### config.mk
export PLATFORM = sky130hd
export DESIGN_NAME = conv_maxpool
export DESIGN_NICKNAME = d
export VERILOG_FILES = /design/src/rtl/conv_maxpool.sv
export SDC_FILE = /design/constraint.sdc
export NUM_CORES = 1
export LEC_CHECK = 0
export ABC_AREA = 0
export CORE_ASPECT_RATIO = 1.2
export CORE_UTILIZATION = 50
export DETAILED_ROUTE_END_ITERATION = 7
export GPL_TIMING_DRIVEN = 0
export PLACE_DENSITY = 0.76
export SYNTH_ARGS = -nofsm -noshare
export SYNTH_HDL_FRONTEND = slang
export SYNTH_SLANG_ARGS = --single-unit
### constraint.sdc
create_clock -name clk -period 5.9 [get_ports clk]
set_clock_uncertainty 0.2 [all_clocks]
set_input_delay 1.475 -clock clk [delete_from_list [all_inputs] [get_ports clk]]
set_output_delay 1.475 -clock clk [all_outputs]
set_load 0.01 [all_outputs]
### src/rtl/conv_maxpool.sv
// ----------------------------------------------------------------------------
// conv_maxpool
//
// Second datapath stage of the CONV accelerator. Reads the 64x64 layer-0 map
// (20-bit signed Q4.16 words), applies 2x2 / stride-2 max-pooling and writes
// the 32x32 result into layer-1 memory. Shares the layer-memory port and the
// ready/busy start handshake with the convolution stage.
//
// Ports
//   clk       : clock, rising-edge active
//   reset     : asynchronous reset, active low
//   ready     : start request, sampled only while idle
//   busy      : high from start until the last write has completed
//   crd       : layer-memory read strobe
//   caddr_rd  : read address {row[5:0], col[5:0]}
//   cdata_rd  : read data (combinational memory, valid in the same cycle)
//   cwr       : layer-memory write strobe
//   caddr_wr  : write address {2'b00, orow[4:0], ocol[4:0]}
//   cdata_wr  : pooled value
//   csel      : memory select (RD_SEL reading, WR_SEL writing, 0 idle)
//
// State table
//   state | meaning
//   IDLE  | waiting for ready; strobes and csel low
//   READ  | reading one pixel of the current window, phase p = 0..3
//   WRITE | one-cycle write of the window maximum, then next window or IDLE
// ----------------------------------------------------------------------------
module conv_maxpool #(
    parameter int          DW     = 20,
    parameter logic [2:0]  RD_SEL = 3'b001,
    parameter logic [2:0]  WR_SEL = 3'b011
) (
    input  logic          clk,
    input  logic          reset,
    input  logic          ready,
    output logic          busy,
    output logic          crd,
    output logic [11:0]   caddr_rd,
    input  logic [DW-1:0] cdata_rd,
    output logic          cwr,
    output logic [11:0]   caddr_wr,
    output logic [DW-1:0] cdata_wr,
    output logic [2:0]    csel
);

    typedef enum logic [1:0] {
        S_IDLE  = 2'd0,
        S_READ  = 2'd1,
        S_WRITE = 2'd2
    } state_t;

    state_t        state_q,    state_d;
    logic [1:0]    phase_q,    phase_d;
    logic [4:0]    orow_q,     orow_d;
    logic [4:0]    ocol_q,     ocol_d;
    logic [DW-1:0] max_q,      max_d;

    logic          busy_q,     busy_d;
    logic          crd_q,      crd_d;
    logic [11:0]   caddr_rd_q, caddr_rd_d;
    logic          cwr_q,      cwr_d;
    logic [11:0]   caddr_wr_q, caddr_wr_d;
    logic [DW-1:0] cdata_wr_q, cdata_wr_d;
    logic [2:0]    csel_q,     csel_d;

    // Pixel (2*orow + p[1], 2*ocol + p[0]) of the window, read order TL, TR, BL, BR.
    function automatic logic [11:0] pix_addr(input logic [4:0] r,
                                             input logic [4:0] c,
                                             input logic [1:0] p);
        return {r, p[1], c, p[0]};
    endfunction

    logic          last_win;
    logic [DW-1:0] sample_max;

    assign last_win = (orow_q == 5'd31) && (ocol_q == 5'd31);

    // Phase 0 loads the first pixel unconditionally so an all-negative window
    // pools to its true maximum. Later phases replace only on strictly greater,
    // so ties keep the value already held.
    always_comb begin
        sample_max = max_q;
        if (phase_q == 2'd0) begin
            sample_max = cdata_rd;
        end else if ($signed(cdata_rd) > $signed(max_q)) begin
            sample_max = cdata_rd;
        end
    end

    always_comb begin
        state_d    = state_q;
        phase_d    = phase_q;
        orow_d     = orow_q;
        ocol_d     = ocol_q;
        max_d      = max_q;
        busy_d     = busy_q;
        crd_d      = crd_q;
        caddr_rd_d = caddr_rd_q;
        cwr_d      = cwr_q;
        caddr_wr_d = caddr_wr_q;
        cdata_wr_d = cdata_wr_q;
        csel_d     = csel_q;

        unique case (state_q)
            S_IDLE: begin
                busy_d = 1'b0;
                crd_d  = 1'b0;
                cwr_d  = 1'b0;
                csel_d = 3'b000;
                if (ready) begin
                    state_d    = S_READ;
                    phase_d    = 2'd0;
                    orow_d     = 5'd0;
                    ocol_d     = 5'd0;
                    busy_d     = 1'b1;
                    crd_d      = 1'b1;
                    caddr_rd_d = 12'd0;
                    csel_d     = RD_SEL;
                end
            end

            S_READ: begin
                max_d = sample_max;
                if (phase_q != 2'd3) begin
                    phase_d    = phase_q + 2'd1;
                    caddr_rd_d = pix_addr(orow_q, ocol_q, phase_q + 2'd1);
                end else begin
                    // The write word takes the p=3 sample directly, so no
                    // extra cycle is needed to settle the max register.
                    state_d    = S_WRITE;
                    phase_d    = 2'd0;
                    crd_d      = 1'b0;
                    cwr_d      = 1'b1;
                    csel_d     = WR_SEL;
                    caddr_wr_d = {2'b00, orow_q, ocol_q};
                    cdata_wr_d = sample_max;
                end
            end

            S_WRITE: begin
                cwr_d = 1'b0;
                if (last_win) begin
                    state_d = S_IDLE;
                    busy_d  = 1'b0;
                    crd_d   = 1'b0;
                    csel_d  = 3'b000;
                    orow_d  = 5'd0;
                    ocol_d  = 5'd0;
                end else begin
                    state_d = S_READ;
                    phase_d = 2'd0;
                    ocol_d  = ocol_q + 5'd1;
                    if (ocol_q == 5'd31) begin
                        orow_d = orow_q + 5'd1;
                    end
                    crd_d      = 1'b1;
                    csel_d     = RD_SEL;
                    caddr_rd_d = pix_addr(orow_d, ocol_d, 2'd0);
                end
            end

            default: begin
                state_d = S_IDLE;
                busy_d  = 1'b0;
                crd_d   = 1'b0;
                cwr_d   = 1'b0;
                csel_d  = 3'b000;
            end
        endcase
    end

    always_ff @(posedge clk or negedge reset) begin
        if (!reset) begin
            state_q    <= S_IDLE;
            phase_q    <= 2'd0;
            orow_q     <= 5'd0;
            ocol_q     <= 5'd0;
            max_q      <= '0;
            busy_q     <= 1'b0;
            crd_q      <= 1'b0;
            caddr_rd_q <= 12'd0;
            cwr_q      <= 1'b0;
            caddr_wr_q <= 12'd0;
            cdata_wr_q <= '0;
            csel_q     <= 3'b000;
        end else begin
            state_q    <= state_d;
            phase_q    <= phase_d;
            orow_q     <= orow_d;
            ocol_q     <= ocol_d;
            max_q      <= max_d;
            busy_q     <= busy_d;
            crd_q      <= crd_d;
            caddr_rd_q <= caddr_rd_d;
            cwr_q      <= cwr_d;
            caddr_wr_q <= caddr_wr_d;
            cdata_wr_q <= cdata_wr_d;
            csel_q     <= csel_d;
        end
    end

    assign busy     = busy_q;
    assign crd      = crd_q;
    assign caddr_rd = caddr_rd_q;
    assign cwr      = cwr_q;
    assign caddr_wr = caddr_wr_q;
    assign cdata_wr = cdata_wr_q;
    assign csel     = csel_q;

endmodule

==> results.md, run 1 <==
* Hold Crit Class: flop to flop
* Chip height at about 100 um
* Crit-path max FO at 10
* Power Density at roughly 440 nW/um^2
* Mean Syn Cell Area at 10.6 um^2
* Area post-placement at slightly above 5000 um^2
* I/O Pins at 73
* Post-route setup TNS at 0 ns
* Post_cts resized at 0
* Sequential Power Share at 35.3%
* Fin Hold WS at approximately 0.28 ns
* Fin util at 64.7%
* CTS hold repair buffers at 0
* Clk sink count at 80
* Area Growth Syn to Fin at 25.4%
* Drt via density at 5.53
* Fin cells at around 580
* Top post-synthesis cells by count: dfrtp_1, nand2_1, ha_1
* Global route total overflow at 0
* Worst Setup End Kind: flop
* Initial antenna violation count at 0
* CP required at just under 6 ns
* Static Leak at approximately 2.5 nW
* Share of post-route cells with drive strength above 1 at 8.47%
* Maxcap violations at 0
* Largest cells by area after synthesis: dfrtp_1, ha_1, mux2i_1
* Post-synth EDFFs at 0
* Slowest CP cell: clkdlybuf4s50_1
* Worst-case clock buffer depth at 2
* Finished Cell Area at between 5000 and 6000 um^2
* YS warnings at 0
* NetSw at 844 uW
* Pins Over Slew Limit at 0
* RePlAce Congestion at 0.805
* Tcrit/Tclk final at 69.0%
* Synth Cell Area at 4180 um^2
* Max stage delay on crit path at 0.46 ns
* Crit-path cells: clkdlybuf4s50_1, ha_1, nand4_1, nor4_2, a32oi_1, a32oi_1, nand2b_4, buf_6, mux2_1
* Switching part of the total at 36.3%
* Number of port buffers at 69
* Post-synth ARST share at 100%
* Count leader, synth: dfrtp_1
* Final setup fails at 0
* DR iter-0 viols at 92
* Core ar. at 8110 um^2
* First drt pass iteration count at 4
* Synth area leader: dfrtp_1
* Minimum clock period at 4.07 ns
* Die width at between 80 and 90 um
* Global-route wire length before repair at between 10000 and 15000 um
* Htree depth at 3
* Yosys reg bits at 80
* Synth cell types at 42
* Clock network power share at 19.5%
* Largest net degree at the start of global routing at between 40 and 50
* Status: completed
* Most used cell, CP: a32oi_1
* Peak supply drop at 0.000218 V
* Crit path launch type: primary input
* Cell Int Power at 1.48 mW
* Initial Util at 51.6%
* Fmax at 246 MHz
* Antenna viol nets, final at 0
* Combinational Power Share at 45.2%
* Clk Latency, worst-skew pair at 0.35 ns
* Die footprint at between 8000 and 9000 um^2
* Clock root cell: clkbuf_8
* Via count at 3200
* Final hold viol count at 0
* WP data arrival at 4.11 ns
* Ant diodes at 0
* Max transition margin at 53.2%
* NumNets Final at 532
* Critical path type: primary input to flop
* Sequential element share of the synthesized area at 47.8%
* Routed wire length at 8730 um
* CTS tree: yes
* Standard-cell row count at 36
* Setup Fix Bufs, Post-CTS at 0
* Clk slew on worst S/H paths at 0.08 ns
* Remaining DRCs at 0
* Post-DR wirelength/cell at 15.1 um
* TritonCTS Buffers at 9
* Placed insts at approximately 560
* Worst Max-Slew Pin Slew at 0.683 ns
* HPWL after detailed placement at 6330 um
* RSZ-0062 raised after global routing: false
* Top cell type's share of synthesized area at 47.8%
* Vias in the first global route at 3157
* Synth Instances at between 300 and 400
* Total GRT Usage at 22.0%
* Leading register cell type out of synthesis: dfrtp_1
## kinds of logic after synthesis
group           count (synthesis)  share of synthesized area (%)
flops                          80                           47.8
buf+inv                        49                           5.32
fa+ha+maj                      30                           8.97
simple gates                   91                           10.1
other cells                     1                         0.0896
compound gates                 86                           12.7
mux                            55                           14.1
xor+xnor                        4                          0.837
## through the flow
stage / worst slack (ns) / power (mW)
floorplan: 2.28 / 1.52
global placement: 0.300 / 1.85
detailed placement: 1.48 / 1.89
CTS: 1.84 / 2.35
global route: 1.69 / 2.50
finish: 1.83 / 2.32
## sequential cells by signal (all words and copies together) (netlist names)
register  flops
busy          1
max_q        20
orow_q        5
crd           1
state_q       2
caddr_wr     10
csel          2
ocol_q        5
phase_q       2
caddr_rd     12
cdata_wr     20
## metal layers
| layer | up-vias | GRT usage [%] | part of all wire, % |
|---|---|---|---|
| li1 | 1543 | - | - |
| met3 | 14 | 3.31 | 4.0 |
| met1 | 1569 | 26.3 | 42 |
| met5 | - | 0 | 0 |
| met2 | 74 | 38.9 | 52 |
| met4 | 0 | 10.9 | 1.9 |
## critical path: cells and delay by family
| kind | cells | cell delay (ns) |
|---|---|---|
| adders and majority gates | 1 | 0.39 |
| and+or+nand+nor | 3 | 0.85 |
| muxes | 1 | 0.34 |
| buffers and inverters | 2 | 0.62 |
| AOI/OAI and AO/OA | 2 | 0.42 |
## power by group through the flow
stage / registers [mW] / clock network, mW / logic (mW)
floorplan: 0.849 / 0 / 0.674
global placement: 0.825 / 0 / 1.02
detailed placement: 0.834 / 0 / 1.06
CTS: 0.822 / 0.462 / 1.07
global route: 0.845 / 0.486 / 1.17
finish: 0.821 / 0.453 / 1.05
## layout by cell type, fill, tap and decap left out, types with 4 or more instances in the layout
cell	count
a22oi_1	7
mux2_1	20
ha_1	30
nand2_1	48
clkdlybuf4s50_1	68
clkbuf_1	12
nand4_1	6
o21ai_1	27
nor2_1	14
mux2i_1	23
o31ai_1	4
buf_4	7
a21oi_1	15
dfrtp_1	80
nand2b_1	4
a22o_1	10
o21ai_0	13
nand3_1	5
inv_1	26
mux2_2	12
clkbuf_8	10
## final timing paths
check	startpoint	end	slack, ns	cells past startpoint
worst min register to register	caddr_rd[5]$_DFFE_PN0P_	caddr_rd[5]$_DFFE_PN0P_	0.28	2
max in group asynchronous	reset	phase_q[1]$_DFFE_PN0P_	4.05	2
worst max register to register	max_q[19]$_DFFE_PN0P_	max_q[3]$_DFFE_PN0P_	3.04	9
worst max-delay path	cdata_rd[19]	max_q[3]$_DFFE_PN0P_	1.83	9
worst min-delay path	caddr_rd[5]$_DFFE_PN0P_	caddr_rd[5]$_DFFE_PN0P_	0.28	2
min in group asynchronous	reset	cdata_wr[6]$_DFFE_PN0P_	0.86	1
## cell type report
class	count	area [um^2]
multi-input combinational	269	1970
inverter	28	105
clock buffer	11	141
fill	675	2860
tap	95	119
buffer	21	118
sequential	80	2000
clock inverter	5	80.1
timing repair buffer	70	716
Power figures use the tool's default switching activity.
==> run 2, diff against run 1 <==
--- a/config.mk
+++ b/config.mk
@@ -7,10 +7,10 @@
 export LEC_CHECK = 0
 export ABC_AREA = 0
 export CORE_ASPECT_RATIO = 1.2
-export CORE_UTILIZATION = 50
+export CORE_UTILIZATION = 48
 export DETAILED_ROUTE_END_ITERATION = 7
 export GPL_TIMING_DRIVEN = 0
-export PLACE_DENSITY = 0.76
+export PLACE_DENSITY = 0.77
 export SYNTH_ARGS = -nofsm -noshare
 export SYNTH_HDL_FRONTEND = slang
 export SYNTH_SLANG_ARGS = --single-unit
==> constraint.sdc (replaced) <==
create_clock -name clk -period 3.7 [get_ports clk]
set_clock_uncertainty 0.2 [all_clocks]
set_input_delay 0.925 -clock clk [delete_from_list [all_inputs] [get_ports clk]]
set_output_delay 0.925 -clock clk [all_outputs]
set_load 0.01 [all_outputs]
==> results.md, run 2 (synthesis results as in run 1) <==
* Uppermost layer routed: met4
* Share of post-route cells with drive strength above 1 at between 8 and 9%
* Fmax at 287 MHz
* Standard-cell row count at 36
* Area post-placement at 5040 um^2
* Filler cells at 713
* Setup Fix Bufs, Post-CTS at 0
* Hold depth at 2
* Crit-path cells: clkdlybuf4s50_1, ha_1, nand4_1, nor4_2, a32oi_1, a32oi_1, nand2b_4, buf_6, mux2_1
* Metal1 wirelength at about 3800 um
* Post-DR wirelength/cell at 14.5 um
* Worst-case clock buffer depth at 2
* Peak supply drop at 0.000303 V
* Drt via density at between 5 and 6
* HPWL after detailed placement at between 6000 and 7000 um
* Finished Cell Area at 5250 um^2
* Minimum clock period at 3.48 ns
* Hold Crit Class: flop to flop
* Die width at 87.2 um
* Crit path launch type: primary input
* Top delay family on crit path: simple AND/OR/NAND/NOR gates
* Vias in the first global route at 3088
* Clk Latency, worst-skew pair at 0.37 ns
* Multi-input logic area at around 2000 um^2
* RePlAce Congestion at ~0.86
* TritonCTS Buffers at 9
* Global-route wire length before repair at 14300 um
* Static Leak at 2.46 nW
* Crit-path max FO at 10
* Placed insts at 582
* Pins Over Slew Limit at 0
* Reg2Reg Depth at 9
* Antenna viol nets, final at 0
* Met3 WL at 356 um
* RSZ-0062 raised after global routing: false
* Power Density at between 600 and 700 nW/um^2
* Total GRT Usage at 20.3%
* Most used cell, CP: a32oi_1
* Slowest CP cell: clkdlybuf4s50_1
* Number of port buffers at 69
* Maxcap violations at 0
* Routed wire length at 8640 um
* Max transition margin at 56.0%
* First drt pass iteration count at 4
* Setup WS post-layout at 0.218 ns
* DR iter-0 viols at 90
* Clk sink count at 80
* Worst Setup End Kind: flop
* Initial Util at 50.5%
* Sequential standard cell area at 2000 um^2
* Core ar. at 8290 um^2
* Dpl ws at -0.154 ns
* Tcrit/Tclk final at 94.1%
* Status: completed
* CP required at 3.74 ns
* Commonest non-fill, non-tap cell in the layout: dfrtp_1
* NumNets Final at 532
* Via count at between 3k and 4k
* Post_cts resized at 0
* Area Growth Syn to Fin at 25.4%
* I/O Pins at 73
* Chip height at 104 um
* Crit path depth at 9
* Largest net degree at the start of global routing at 44
* Worst Max-Slew Pin Slew at around 0.64 ns
* Ant diodes at 0
* WL met2 at 4330 um
* Max stage delay on crit path at 0.48 ns
* CTS hold repair buffers at 0
* Critical path type: primary input to flop
* Remaining DRCs at 0
* Initial antenna violation count at 0
* Fin cells at 598
* Final hold viol count at 0
* WP data arrival at 3.52 ns
* Global route total overflow at 0
* Final setup fails at 0
* Die footprint at 9100 um^2
* Commonest non-fill, non-tap cells in the layout: dfrtp_1, clkdlybuf4s50_1, nand2_1, ha_1, o21ai_1
* Htree depth at 3
* Clk slew on worst S/H paths at 0.08 ns
* Clock root cell: clkbuf_8
* CTS tree: yes
* Crit path buf inv count at 2
[run 2: changes by cell type in the layout (fill, tap and decap cells not counted)]
cell | before | now
clkinv_4 | 0 | 3
buf_12 | 0 | 1
buf_16 | 1 | 0
bufinv_16 | 2 | 1
clkbuf_1 | 12 | 11
clkinvlp_4 | 2 | 1
[run 2: path summary, 6_finish.rpt]
path                                           from  slack, ns                       end
setup / recovery                       cdata_rd[19]       0.22     max_q[18]$_DFFE_PN0P_
hold / removal             cdata_wr[11]$_DFFE_PN0P_       0.28  cdata_wr[11]$_DFFE_PN0P_
setup reg to reg              max_q[19]$_DFFE_PN0P_       0.89     max_q[18]$_DFFE_PN0P_
hold reg to reg            cdata_wr[11]$_DFFE_PN0P_       0.28  cdata_wr[11]$_DFFE_PN0P_
max in group asynchronous                     reset       2.38       csel[1]$_DFFE_PN0P_
min in group asynchronous                     reset       0.32   cdata_wr[6]$_DFFE_PN0P_
[run 2: metrics by stage]
step / setup TNS, ns / power, mW / hold slack [ns] / utilization (%)
6_report: 0 / 3.65 / 0.284 / 63.3
5_1_grt: 0 / 3.92 / 0.310 / 63.3
4_1_cts: 0 / 3.69 / 0.292 / 63.3
3_5_place_dp: -3.23 / 3.02 / 0.275 / 60.8
3_3_place_gp: -105.92 / 2.94 / 0.266 / 60.6
2_1_floorplan: 0 / 2.43 / 0.275 / -
[run 2: layout make-up]
class / count / share of cell area (%)
sequential: 80 / 38.1
multi-input combinational: 269 / 37.5
timing repair buffer: 70 / 13.5
tap: 114 / 2.72
clock buffer: 10 / 2.62
buffer: 21 / 2.24
inverter: 28 / 2.00
clock inverter: 6 / 1.31
[run 2: power breakdown]
part | total, mW | switching (mW) | internal (mW)
Sequential | 1.31 | 0.176 | 1.14
Combinational | 1.67 | 0.847 | 0.823
Clock | 0.667 | 0.335 | 0.332
[run 2: metal layers]
layer	GRT usage [%]	vias to the layer above
li1	-	1552
met1	24.7	1531
met2	35.0	72
met3	3.17	17
met4	9.02	0
met5	0	-
[run 2: worst min-delay path: stages, from the launching register on]
cell,delay (ns)
dfrtp_1,0.34
nand2_1,0.05
o21ai_1,0.06
